### config.mk
export PLATFORM = sky130hd
export DESIGN_NAME = gray_ptr_sync_mon
export DESIGN_NICKNAME = d
export VERILOG_FILES = /design/src/rtl/gray_ptr_sync_mon.sv
export SDC_FILE = /design/constraint.sdc
export NUM_CORES = 1
export LEC_CHECK = 0
export BUFFER_PORTS_ARGS = -buffer_cell sky130_fd_sc_hd__buf_2
export CAP_MARGIN = 20
export CORE_MARGIN = 10
export CORE_UTILIZATION = 36
export CTS_CLUSTER_DIAMETER = 80
export DETAILED_ROUTE_END_ITERATION = 10
export RECOVER_POWER = 50
export SYNTH_ARGS = -nofsm -noshare
export SYNTH_HDL_FRONTEND = slang
export SYNTH_SLANG_ARGS = --single-unit
### constraint.sdc
create_clock -name CLK -period 6.1 [get_ports CLK]
set_clock_uncertainty 0.1 [all_clocks]
set_input_delay 0.305 -clock CLK [delete_from_list [all_inputs] [get_ports CLK]]
set_output_delay 0.305 -clock CLK [all_outputs]
set_load 0.005 [all_outputs]
### src/rtl/gray_ptr_sync_mon.sv
// Gray-coded pointer synchroniser with a registered monitor stage: binary view,
// change pulse, modular step count and a sticky multi-bit-change error flag.
module gray_ptr_sync_mon #(
    parameter int ADDRSIZE = 4,
    parameter int STAGES   = 2,
    parameter int CHECK_EN = 1
) (
    input  logic                CLK,
    input  logic                RST,
    input  logic [ADDRSIZE:0]   ptr,
    input  logic                err_clr,
    output logic [ADDRSIZE:0]   q_ptr,
    output logic [ADDRSIZE:0]   q_bin,
    output logic                upd,
    output logic [ADDRSIZE:0]   step,
    output logic                err
);

    localparam int W = ADDRSIZE + 1;

    if (STAGES < 2 || STAGES > 4) begin : g_stages_bad
        $error("gray_ptr_sync_mon: STAGES must be in the range 2..4");
    end

    function automatic logic [W-1:0] gray2bin(input logic [W-1:0] g);
        logic [W-1:0] b;
        b[W-1] = g[W-1];
        for (int i = W - 2; i >= 0; i--) begin
            b[i] = b[i+1] ^ g[i];
        end
        return b;
    endfunction

    // True when more than one bit is set: clearing the lowest set bit leaves something.
    function automatic logic multi_bit(input logic [W-1:0] x);
        return (x & (x - 1'b1)) != '0;
    endfunction

    logic [STAGES-1:0][W-1:0] sync_q;

    always_ff @(posedge CLK or posedge RST) begin
        if (RST) begin
            sync_q <= '0;
        end else begin
            sync_q <= {sync_q[STAGES-2:0], ptr};
        end
    end

    assign q_ptr = sync_q[STAGES-1];

    logic [W-1:0] prev_q, q_bin_q, step_q;
    logic         upd_q, err_q;
    logic [W-1:0] bin_d, prev_bin, step_d;
    logic         upd_d, viol, err_d;

    always_comb begin
        bin_d    = gray2bin(q_ptr);
        prev_bin = gray2bin(prev_q);
        upd_d    = (q_ptr != prev_q);
        step_d   = bin_d - prev_bin;
        viol     = (CHECK_EN != 0) && multi_bit(q_ptr ^ prev_q);
        // A fresh violation outranks a clear request on the same edge.
        err_d    = viol | (err_q & ~err_clr);
    end

    always_ff @(posedge CLK or posedge RST) begin
        if (RST) begin
            prev_q  <= '0;
            q_bin_q <= '0;
            upd_q   <= 1'b0;
            step_q  <= '0;
            err_q   <= 1'b0;
        end else begin
            prev_q  <= q_ptr;
            q_bin_q <= bin_d;
            upd_q   <= upd_d;
            step_q  <= step_d;
            err_q   <= err_d;
        end
    end

    assign q_bin = q_bin_q;
    assign upd   = upd_q;
    assign step  = step_q;
    assign err   = err_q;

endmodule

Yosys cells after proc, flatten, opt, wreduce, memory -nomap -nowiden
Index checks and enable logic that the tools add are counted.
{"block": "op_classes", "bitwise_logic": 13, "reduce_logical": 1, "addsub": 2, "n_eq_ne": 1}
{"cell": "bitwise XOR 1 bit", "count": 8}
{"cell": "AND 5 bit", "count": 1}
{"cell": "inequality test 5 bit", "count": 1}
{"cell": "nonzero test 5 bit", "count": 1}
{"cell": "subtractor 5 x 1 -> 5 bit (second input constant)", "count": 1}
{"cell": "subtractor 5 bit", "count": 1}
{"cell": "bitwise XOR 5 bit", "count": 1}
{"cell": "AND 1 bit", "count": 1}
{"cell": "NOT 1 bit", "count": 1}
{"cell": "bitwise OR 1 bit", "count": 1}
{"block": "word_totals", "in_bits": 8, "output_inout_bits": 17, "ff_bits": 27}

Longest topological paths before layout
Gate-level depths: netlist of run 1.
{"block": "depth", "depth_word": 5, "depth_mapped": 9, "depth_no_buf": 9}

Worst setup path before layout of run 1
Ideal clock, no wire load.
{"block": "synth_path", "kind": "reg-to-reg", "from": "register sync_q, in the netlist q_ptr[2]", "to": "register step_q[4], in the netlist step[4]", "required_ps": 5868, "setup_time_ps": 132, "n_path_buf": 0, "stages_incl_launch_ff": 10, "setup_slack_ps": 3487, "arrival_time_ps": 2381, "path_cell_list": "dfrtp_1 -> xor3_1 -> xnor2_1 -> xor2_1 -> ha_1 -> inv_1 -> ha_1 -> o31a_2 -> a2bb2oi_1 -> xor2_1"}
{"block": "synth_via", "elab_chain_len": 4}
{"element": "start: declaration", "line": "39", "source": "logic [STAGES-1:0][W-1:0] sync_q;"}
{"element": "start signal: assignment", "line": "45", "source": "sync_q <= {sync_q[STAGES-2:0], ptr};"}
{"element": "bitwise XOR 1 bit *", "line": "29", "source": "b[i] = b[i+1] ^ g[i];"}
{"element": "net bin_d[2]", "line": "53", "source": "logic [W-1:0] bin_d, prev_bin, step_d;"}
{"element": "bitwise XOR 1 bit (2 in series)", "line": "29"}
{"element": "subtractor 5 bit *", "line": "60", "source": "step_d = bin_d - prev_bin;"}
{"element": "net step_d[4]", "line": "53"}
{"element": "end signal: assignment", "line": "77", "source": "step_q <= step_d;"}
{"element": "end: declaration", "line": "51", "source": "logic [W-1:0] prev_q, q_bin_q, step_q;"}
The timed path passes the listed nets; every way through them passes the cells marked *.

Worst setup path in the final report of run 1
Same ends and word-level chain as after synthesis.

==> flow_metrics.env, run 1 <==
export IMPL_power_share_switching_pct=26.0
export IMPL_p_sw_mw=0.112
export IMPL_status="completed"
export IMPL_ant_nets=0
export IMPL_finalSetupViolCount=0
export IMPL_relSlewSlack_pct=38.1
export IMPL_end_kind="flip-flop"
export IMPL_final_layout_size_suffix_gt1_share_pct=27.0
export IMPL_path_class="flip-flop to flip-flop"
export IMPL_timing_fmax_mhz=357
export IMPL_syn_nets=97
export IMPL_maxSlewViolCount=0
export IMPL_cts_resized=0
export IMPL_path_clk_slew_ns=0.14
export IMPL_ys_seq_area_share_pct=59.0
export IMPL_post_route_util_pct=43.8
export IMPL_hpwl_mm=1.41
export IMPL_syn_to_final_growth_pct=19.2
export IMPL_fin_crit_sh_pct=46.0
export IMPL_antenna_found_initial=0
export IMPL_hp_class="input port to async pin"
export IMPL_final_common_cell="dfrtp_1"
export IMPL_place_port_buffers=24
export IMPL_cts_root_buffer="clkbuf_4"
export IMPL_syn_area_per_cell_sq_um=12.8
export IMPL_drc_errors=0
export IMPL_p_leak_nw=0.614
export IMPL_htreeDepth=1
export IMPL_pwr_share_clk_pct=27.2
export IMPL_cts_tree="done"
export IMPL_synth_cells=86
export IMPL_dieArea_sq_um=5680
export IMPL_clockBufferDepth=2
export IMPL_synth_top_family_by_area="XOR/XNOR gates"
export IMPL_cp_start_kind="flip-flop"
export IMPL_ys_types=25
export IMPL_drt_iter0_drc=16
export IMPL_p_int_mw=0.317
export IMPL_fp_coreArea_sq_um=3000
export IMPL_clock_sinks=26
export IMPL_critPathBufInv=1
export IMPL_max_cap_viol_count=0
export IMPL_power_density_nw_per_um2=326
export IMPL_sequentialPowerShare_pct=48.5
export IMPL_grt_pass1_vias=696
export IMPL_regArea_sq_um=651
export IMPL_arrival_ns=2.91
export IMPL_wl_met2_microns=863
export IMPL_grt_pass1_wl_mm=3.32
export IMPL_start_util_pct=36.7
export IMPL_synth_ff_type="dfrtp_1"
export IMPL_pwr_share_comb_pct=24.2
export IMPL_crit_chain="xor3_1, xnor2_1, xor2_1, ha_1, inv_1, ha_1, o31a_2, a2bb2oi_1, xor2_1"
export IMPL_path_delay_family="XOR/XNOR gates"
export IMPL_worst_slew_pin_slew_ns=0.928
export IMPL_totalWireLength_mm=1.91
export IMPL_wl_met3_microns=111
export IMPL_synth_edff_count=0
export IMPL_rsz0062_at_grt="no"
export IMPL_vias=651
export IMPL_grt_usage_pct=7.64
export IMPL_num_fill_cells=294
export IMPL_setup_tns_ns=0
export IMPL_synthSimpleGateAreaFrac_pct=5.33
export IMPL_synth_compound_area_share_pct=8.39
export IMPL_gp_congestion=0.785
export IMPL_yosys_warnings=0
export IMPL_finalHoldViolCount=0
export IMPL_dpl_instance_area_sq_um=1210
export IMPL_synthMuxAreaShare_pct=0
export IMPL_topRoutingLayerUsed="met4"
export IMPL_synth_top_area_share_pct=59.0
export IMPL_die_y_microns=75.4
export IMPL_grt_overflow_total=0
export IMPL_slowest_delay_ns=0.56
export IMPL_wire_per_inst_microns=13.3
export IMPL_viasPerCell=4.52
export IMPL_post_route_min_period_ns=2.80
export IMPL_synth_xor_xnor_area_share_pct=16.2
export IMPL_synth_area_leaders="dfrtp_1, xnor2_1, buf_4"
export IMPL_slowest_stage="xor3_1"
export IMPL_synth_top_area_cell="dfrtp_1"
export IMPL_worstPathMaxFanout=7
export IMPL_dr_pass1_iters=3
export IMPL_post_place_ws_ns=3.31
export IMPL_most_common_layout_cells="dfrtp_1, buf_2, xnor2_1"
export IMPL_antenna_cells=0
export IMPL_ys_ff_latch=26
export IMPL_critPathRequiredTime_ns=6.21
export IMPL_syn_area_sq_um=1100
export IMPL_setup_slack_ns=3.30
export IMPL_multi_input_area_sq_um=378
export IMPL_grt_max_degree=27
export IMPL_die_x_microns=75.4
export IMPL_final_cell_area_sq_um=1320
export IMPL_nets=123
export IMPL_clkLatencyLatePin_ns=0.31
export IMPL_synth_fa_ha_area_share_pct=4.31
export IMPL_vdd_drop_max_mv=0.127
export IMPL_ys_async_sr_fraction_pct=100
export IMPL_routedLengthMet1_microns=905
export IMPL_ioPinCount=25
export IMPL_numCtsBuffers=3
export IMPL_std_cell_rows=20
## registers in the layout (all words and copies together), names as in the netlist
signal / cells
err: 1
prev_q: 5
q_bin: 4
q_ptr: 5
step: 5
sync_q: 5
upd: 1
## final cells by class
class | count | share of cell area (%)
Sequential cell | 26 | 49.5
Inverter | 6 | 1.71
Clock buffer | 3 | 1.71
Multi-Input combinational cell | 46 | 28.7
Timing Repair Buffer | 29 | 12.9
Tap cell | 33 | 3.14
Clock inverter | 1 | 2.28
## metal layers
metal	vias up	global-route usage (%)
li1	324	-
met4	0	3.71
met5	-	0
met2	14	12.2
met3	4	2.47
met1	309	9.08
## cell usage after synthesis, types with 2 or more instances
| library cell | instances |
|---|---|
| inv_1 | 6 |
| nor2b_1 | 2 |
| clkbuf_1 | 2 |
| xor2_1 | 5 |
| ha_1 | 3 |
| a21oi_1 | 2 |
| nor2_1 | 4 |
| xnor2_1 | 10 |
| a21boi_0 | 2 |
| nand2_1 | 5 |
| buf_4 | 6 |
| dfrtp_1 | 26 |
## power by group through the flow
stage | combinational [mW] | sequential, mW | clock [mW]
2_1_floorplan | 0.0648 | 0.214 | 0
3_3_place_gp | 0.103 | 0.212 | 0
3_5_place_dp | 0.103 | 0.212 | 0
4_1_cts | 0.107 | 0.208 | 0.121
5_1_grt | 0.119 | 0.212 | 0.127
6_report | 0.104 | 0.208 | 0.117
## timing repair
item	4_1_cts	5_1_grt
buffers inserted	0	0
endpoints found under the hold margin	5	0
hold buffers	5	0
## final timing paths
path / slack (ns) / end / start / cells after the start
setup / recovery: 3.30 / step[4] / q_ptr[2] / 9
hold / removal: 0.07 / q_bin[1] / RST / 2
setup reg to reg: 3.30 / step[4] / q_ptr[2] / 9
hold reg to reg: 0.27 / q_ptr[1] / sync_q[1] / 0
max in group asynchronous: 5.27 / q_bin[2] / RST / 2
min in group CLK: 0.22 / err / err_clr / 3
## stage by stage
stage / power, mW / hold WS, ns / std cells
after floorplan: 0.279 / 0.231 / 86
after global placement: 0.315 / 0.233 / 135
after detailed placement: 0.315 / 0.236 / 135
after CTS: 0.436 / 0.102 / 144
after global routing: 0.459 / 0.141 / 144
final: 0.429 / 0.0667 / 144
## kinds of logic after synthesis
| logic type | Yosys count |
|---|---|
| DFF | 26 |
| adders and majority gates | 4 |
| and+or+nand+nor | 13 |
| AOI/OAI and AO/OA | 12 |
| xor gates and xnor gates | 17 |
| buffers and inverters | 14 |
No activity file was read; power rests on OpenSTA's default activity.
==> run 2: changes to the inputs <==
Clock period 6.1 ns to 2.3 ns, I/O delays scaled along.
==> run 2 against run 1 <==
The flow now finishes with violations (negative setup slack). Worst setup slack worse by 3.4 ns. First-iteration DRC count shrank 6.3%. Non-clock buffer count is 23 higher. Utilization is 5.7 points higher. Sequential cell count is the same. Final area increased by 13%. Critical path type unchanged. Largest power group unchanged.
==> flow_metrics.env, run 2 (synthesized netlist as in run 1, its figures left out) <==
export IMPL_status="finished with violations"
export IMPL_violations="negative setup slack"
export IMPL_worst_slew_pin_slew_ns=1.37
export IMPL_grt_pass1_wl_mm=3.82
export IMPL_power_density_nw_per_um2=767
export IMPL_worstPathMaxFanout=3
export IMPL_viasPerCell=4.57
export IMPL_path_clk_slew_ns=0.13
export IMPL_num_fill_cells=278
export IMPL_hpwl_mm=1.56
export IMPL_relSlewSlack_pct=8.34
export IMPL_finalSetupViolCount=3
export IMPL_place_port_buffers=24
export IMPL_vias=758
export IMPL_numCtsBuffers=3
export IMPL_htreeDepth=1
export IMPL_drc_errors=0
export IMPL_p_total_mw=1.14
export IMPL_die_x_microns=75.4
export IMPL_gp_congestion=0.730
export IMPL_grt_usage_pct=8.83
export IMPL_path_class="flip-flop to flip-flop"
export IMPL_die_y_microns=75.4
export IMPL_setup_tns_ns=-0.265
export IMPL_antenna_cells=0
export IMPL_post_place_ws_ns=-0.181
export IMPL_cp_start_kind="flip-flop"
export IMPL_drt_iter0_drc=15
export IMPL_clockBufferDepth=2
export IMPL_dr_pass1_iters=6
export IMPL_clock_sinks=26
export IMPL_rr_worst_depth=9
export IMPL_nets=146
export IMPL_grt_overflow_total=0
export IMPL_ant_nets=0
export IMPL_totalWireLength_mm=2.24
export IMPL_post_place_cells=148
export IMPL_critPathRequiredTime_ns=2.41
export IMPL_worstHoldPathCells=3
export IMPL_post_route_util_pct=49.5
export IMPL_rsz0062_at_grt="yes"
export IMPL_p_leak_nw=0.706
export IMPL_grt_pass1_vias=860
export IMPL_cts_tree="done"
export IMPL_hp_class="input port to flip-flop"
export IMPL_timing_fmax_mhz=409
export IMPL_clkLatencyLatePin_ns=0.31
export IMPL_antenna_found_initial=0
export IMPL_fin_crit_sh_pct=106
export IMPL_final_layout_size_suffix_gt1_share_pct=42.1
export IMPL_stdcell_count=166
export IMPL_grt_max_degree=27
export IMPL_std_cell_rows=20
export IMPL_cts_root_buffer="clkbuf_4"
export IMPL_syn_to_final_growth_pct=34.7
export IMPL_setup_slack_ns=-0.146
export IMPL_post_route_min_period_ns=2.45
export IMPL_end_kind="flip-flop"
export IMPL_fp_coreArea_sq_um=3000
export IMPL_maxSlewViolCount=0
export IMPL_start_util_pct=36.7
export IMPL_dieArea_sq_um=5680
export IMPL_most_common_layout_cells="dfrtp_1, buf_2, buf_4"
export IMPL_max_cap_viol_count=0
export IMPL_ioPinCount=25
export IMPL_finalHoldViolCount=0
export IMPL_arrival_ns=2.55
export IMPL_final_common_cell="dfrtp_1"
export IMPL_wire_per_inst_microns=13.5
export IMPL_vdd_drop_max_mv=0.399
-- run 2: layout make-up --
type	count	area (sq um)	area share, %
Sequential cell	26	651	43.8
Multi-Input combinational cell	46	413	27.8
Timing Repair Buffer	52	337	22.6
Tap cell	33	41.3	2.78
Clock buffer	3	22.5	1.52
Inverter	6	22.5	1.52
-- run 2: path summary, 6_finish.rpt --
path                       slack (ns)        end  startpoint
max                             -0.15    step[4]    q_ptr[4]
min                              0.01        err     err_clr
max reg2reg                     -0.15    step[4]    q_ptr[4]
min reg2reg                      0.27   q_ptr[1]   sync_q[1]
max in group asynchronous        0.61  prev_q[1]         RST
min in group asynchronous        0.69  sync_q[4]         RST
-- run 2: timing repair --
action | CTS | global route
setup buffers | 8 | 1
endpoints found under the setup margin | 2 | 3
pin swaps | 6 | 4
hold buffers | 6 | 0
endpoints found under the hold margin | 31 | 0
resized for setup | 1 | 0
-- run 2: critical path, cell delays in order, from the launching register on --
cell and delay (ns):
dfrtp_1 0.41, xor3_2 0.42, xnor2_2 0.19, xor2_1 0.22, ha_2 0.23, inv_2 0.05, ha_4 0.16, o31a_2 0.28
a2bb2oi_2 0.14, xor2_1 0.14
-- run 2: metal layers --
layer,vias up,GRT usage (%),wire length [microns]
met2,16,16.1,1170
met3,4,3.52,162
met4,0,3.51,24
met1,372,8.67,884
met5,-,0,0
li1,366,-,-
-- run 2: report_power, final --
group | internal [mW] | switching (mW) | total, mW | leakage (nW)
Sequential | 0.525 | 0.0223 | 0.547 | 0.297
Clock | 0.0613 | 0.124 | 0.185 | 0.0138
Combinational | 0.233 | 0.174 | 0.407 | 0.395
-- run 2: stage by stage --
stage | hold WS [ns] | cell area [sq um]
6_report | 0.0124 | 1490
2_1_floorplan | 0.0464 | 1140
3_5_place_dp | 0.0917 | 1340
3_3_place_gp | 0.0753 | 1340
5_1_grt | 0.0223 | 1490
4_1_cts | 0.00889 | 1490
==> run 3: changes to the inputs <==
Settings changed: CORE_UTILIZATION 36 to 46, PLACE_DENSITY set to 0.72, SETUP_SLACK_MARGIN set to 0.15.
==> run 3 against run 2 <==
The flow still finishes with violations (negative setup slack). Hold slack better by 0.0019 ns. Sequential share of layout area fell by 1.1 points. First-iteration DRC count is 40% lower. Sequential power is essentially flat. Maximum frequency rose by 0.60%. Global-route usage increased by 1.5 points. Largest power group unchanged.
==> flow_metrics.env, run 3 (synthesized netlist as in run 1, its figures left out) <==
export IMPL_fp_coreArea_sq_um=2250
export IMPL_rsz0062_at_grt="yes"
export IMPL_fin_crit_sh_pct=106
export IMPL_post_place_cells=145
export IMPL_grt_overflow_total=0
export IMPL_grt_pass1_wl_mm=3.66
export IMPL_p_leak_nw=0.728
export IMPL_antenna_cells=0
export IMPL_final_layout_size_suffix_gt1_share_pct=44.8
export IMPL_hpwl_mm=1.56
export IMPL_timing_fmax_mhz=411
export IMPL_final_cell_area_sq_um=1530
export IMPL_syn_to_final_growth_pct=38.2
export IMPL_clock_sinks=26
export IMPL_end_kind="flip-flop"
export IMPL_clockBufferDepth=2
export IMPL_viasPerCell=4.64
export IMPL_finalHoldViolCount=0
export IMPL_die_x_microns=69.0
export IMPL_setup_slack_ns=-0.132
export IMPL_slowest_stage="xor3_2"
export IMPL_ant_nets=0
export IMPL_numCtsBuffers=3
export IMPL_use_met3_pct=3.06
export IMPL_p_total_mw=1.21
export IMPL_path_class="flip-flop to flip-flop"
export IMPL_totalWireLength_mm=2.20
export IMPL_finalSetupViolCount=3
export IMPL_grt_pass1_vias=860
export IMPL_drc_errors=0
export IMPL_arrival_ns=2.54
export IMPL_slowest_delay_ns=0.49
export IMPL_max_cap_viol_count=0
export IMPL_power_density_nw_per_um2=790
export IMPL_path_clk_slew_ns=0.13
export IMPL_hp_class="input port to flip-flop"
export IMPL_dpl_instance_area_sq_um=1350
export IMPL_die_y_microns=69.0
export IMPL_gp_congestion=0.805
export IMPL_worstPathMaxFanout=3
export IMPL_final_common_cell="dfrtp_1"
export IMPL_dieArea_sq_um=4760
export IMPL_antenna_found_initial=0
export IMPL_violations="negative setup slack"
export IMPL_met2_usage_pct=19.4
export IMPL_vdd_drop_max_mv=0.570
export IMPL_cp_start_kind="flip-flop"
export IMPL_clkLatencyLatePin_ns=0.32
export IMPL_wire_per_inst_microns=13.6
export IMPL_cts_root_buffer="clkbuf_4"
export IMPL_dr_pass1_iters=4
export IMPL_critPathRequiredTime_ns=2.41
export IMPL_vias=751
export IMPL_drt_iter0_drc=9
export IMPL_htreeDepth=1
export IMPL_setup_tns_ns=-0.246
export IMPL_start_util_pct=48.9
export IMPL_place_port_buffers=24
export IMPL_maxSlewViolCount=0
export IMPL_status="finished with violations"
export IMPL_grt_busiest_layer="met2"
export IMPL_crit_chain="xor3_2, xnor2_4, xor2_2, ha_2, inv_2, ha_4, o31a_4, a2bb2oi_2, xor2_1"
export IMPL_grt_usage_pct=10.3
export IMPL_worst_slew_pin_slew_ns=1.32
export IMPL_most_common_layout_cells="dfrtp_1, buf_2, buf_4"
export IMPL_ioPinCount=25
export IMPL_stdcell_count=162
export IMPL_use_met1_pct=9.86
export IMPL_worst_hold_slack_ns=0.0143
export IMPL_std_cell_rows=17
export IMPL_cts_tree="done"
export IMPL_grt_max_degree=27
export IMPL_post_route_min_period_ns=2.43
export IMPL_nets=146
export IMPL_relSlewSlack_pct=12.3
-- run 3: changes by cell type in the layout (fill, tap and decap cells not counted), sizes merged --
cell and change:
buf +1
-- run 3: path summary, 6_finish.rpt --
check | from | to | slack, ns | cells after the start
worst max-delay path | q_ptr[2] | step[4] | -0.13 | 9
worst min-delay path | err_clr | err | 0.01 | 3
worst max register to register | q_ptr[2] | step[4] | -0.13 | 9
worst min register to register | sync_q[4] | q_ptr[4] | 0.26 | 0
max in group asynchronous | RST | step[3] | 0.68 | 4
min in group asynchronous | RST | sync_q[4] | 0.66 | 4
-- run 3: routing by layer --
layer  vias up  wire length, microns
met5         -                     0
met4         0                    39
met3         5                   134
met2        19                  1190
met1       357                   835
li1        370                     -
-- run 3: report_power, final --
group	internal [mW]	leakage, nW	switching (mW)
Combinational	0.250	0.410	0.184
Clock	0.0968	0.0210	0.127
Sequential	0.525	0.297	0.0224
Total	0.872	0.728	0.334
-- run 3: through the flow --
stage          worst slack, ns  util [%]
5_1_grt                 -0.244      67.6
4_1_cts                 -0.138      66.3
3_5_place_dp            -0.135      60.0
2_1_floorplan           -0.176         -
6_report                -0.132      67.6
3_3_place_gp           -0.0788      60.0
-- run 3: cell type report --
type	instances	area, sq um
sequential	26	651
timing repair buffer	52	342
tap	28	35.0
inverter	6	22.5
multi-input combinational	46	439
fill	174	729
clock buffer	4	36.3
-- run 3: critical path, delay by kind of cell (launching register included) --
kind	cells	cell delay (ns)
adder cells (fa/ha/maj)	2	0.37
XOR/XNOR	4	1.01
flip-flops	1	0.37
buffers and inverters	1	0.05
AO/OA/AOI/OAI	2	0.41
-- run 3: timing repair --
item / 4_1_cts / 5_1_grt
buffers inserted: 6 / 1
pin swaps: 3 / 4
hold buffers: 6 / 0
hold endpoints to repair: 31 / 0
resized for setup: 1 / 3
endpoints found under the setup margin: 3 / 3
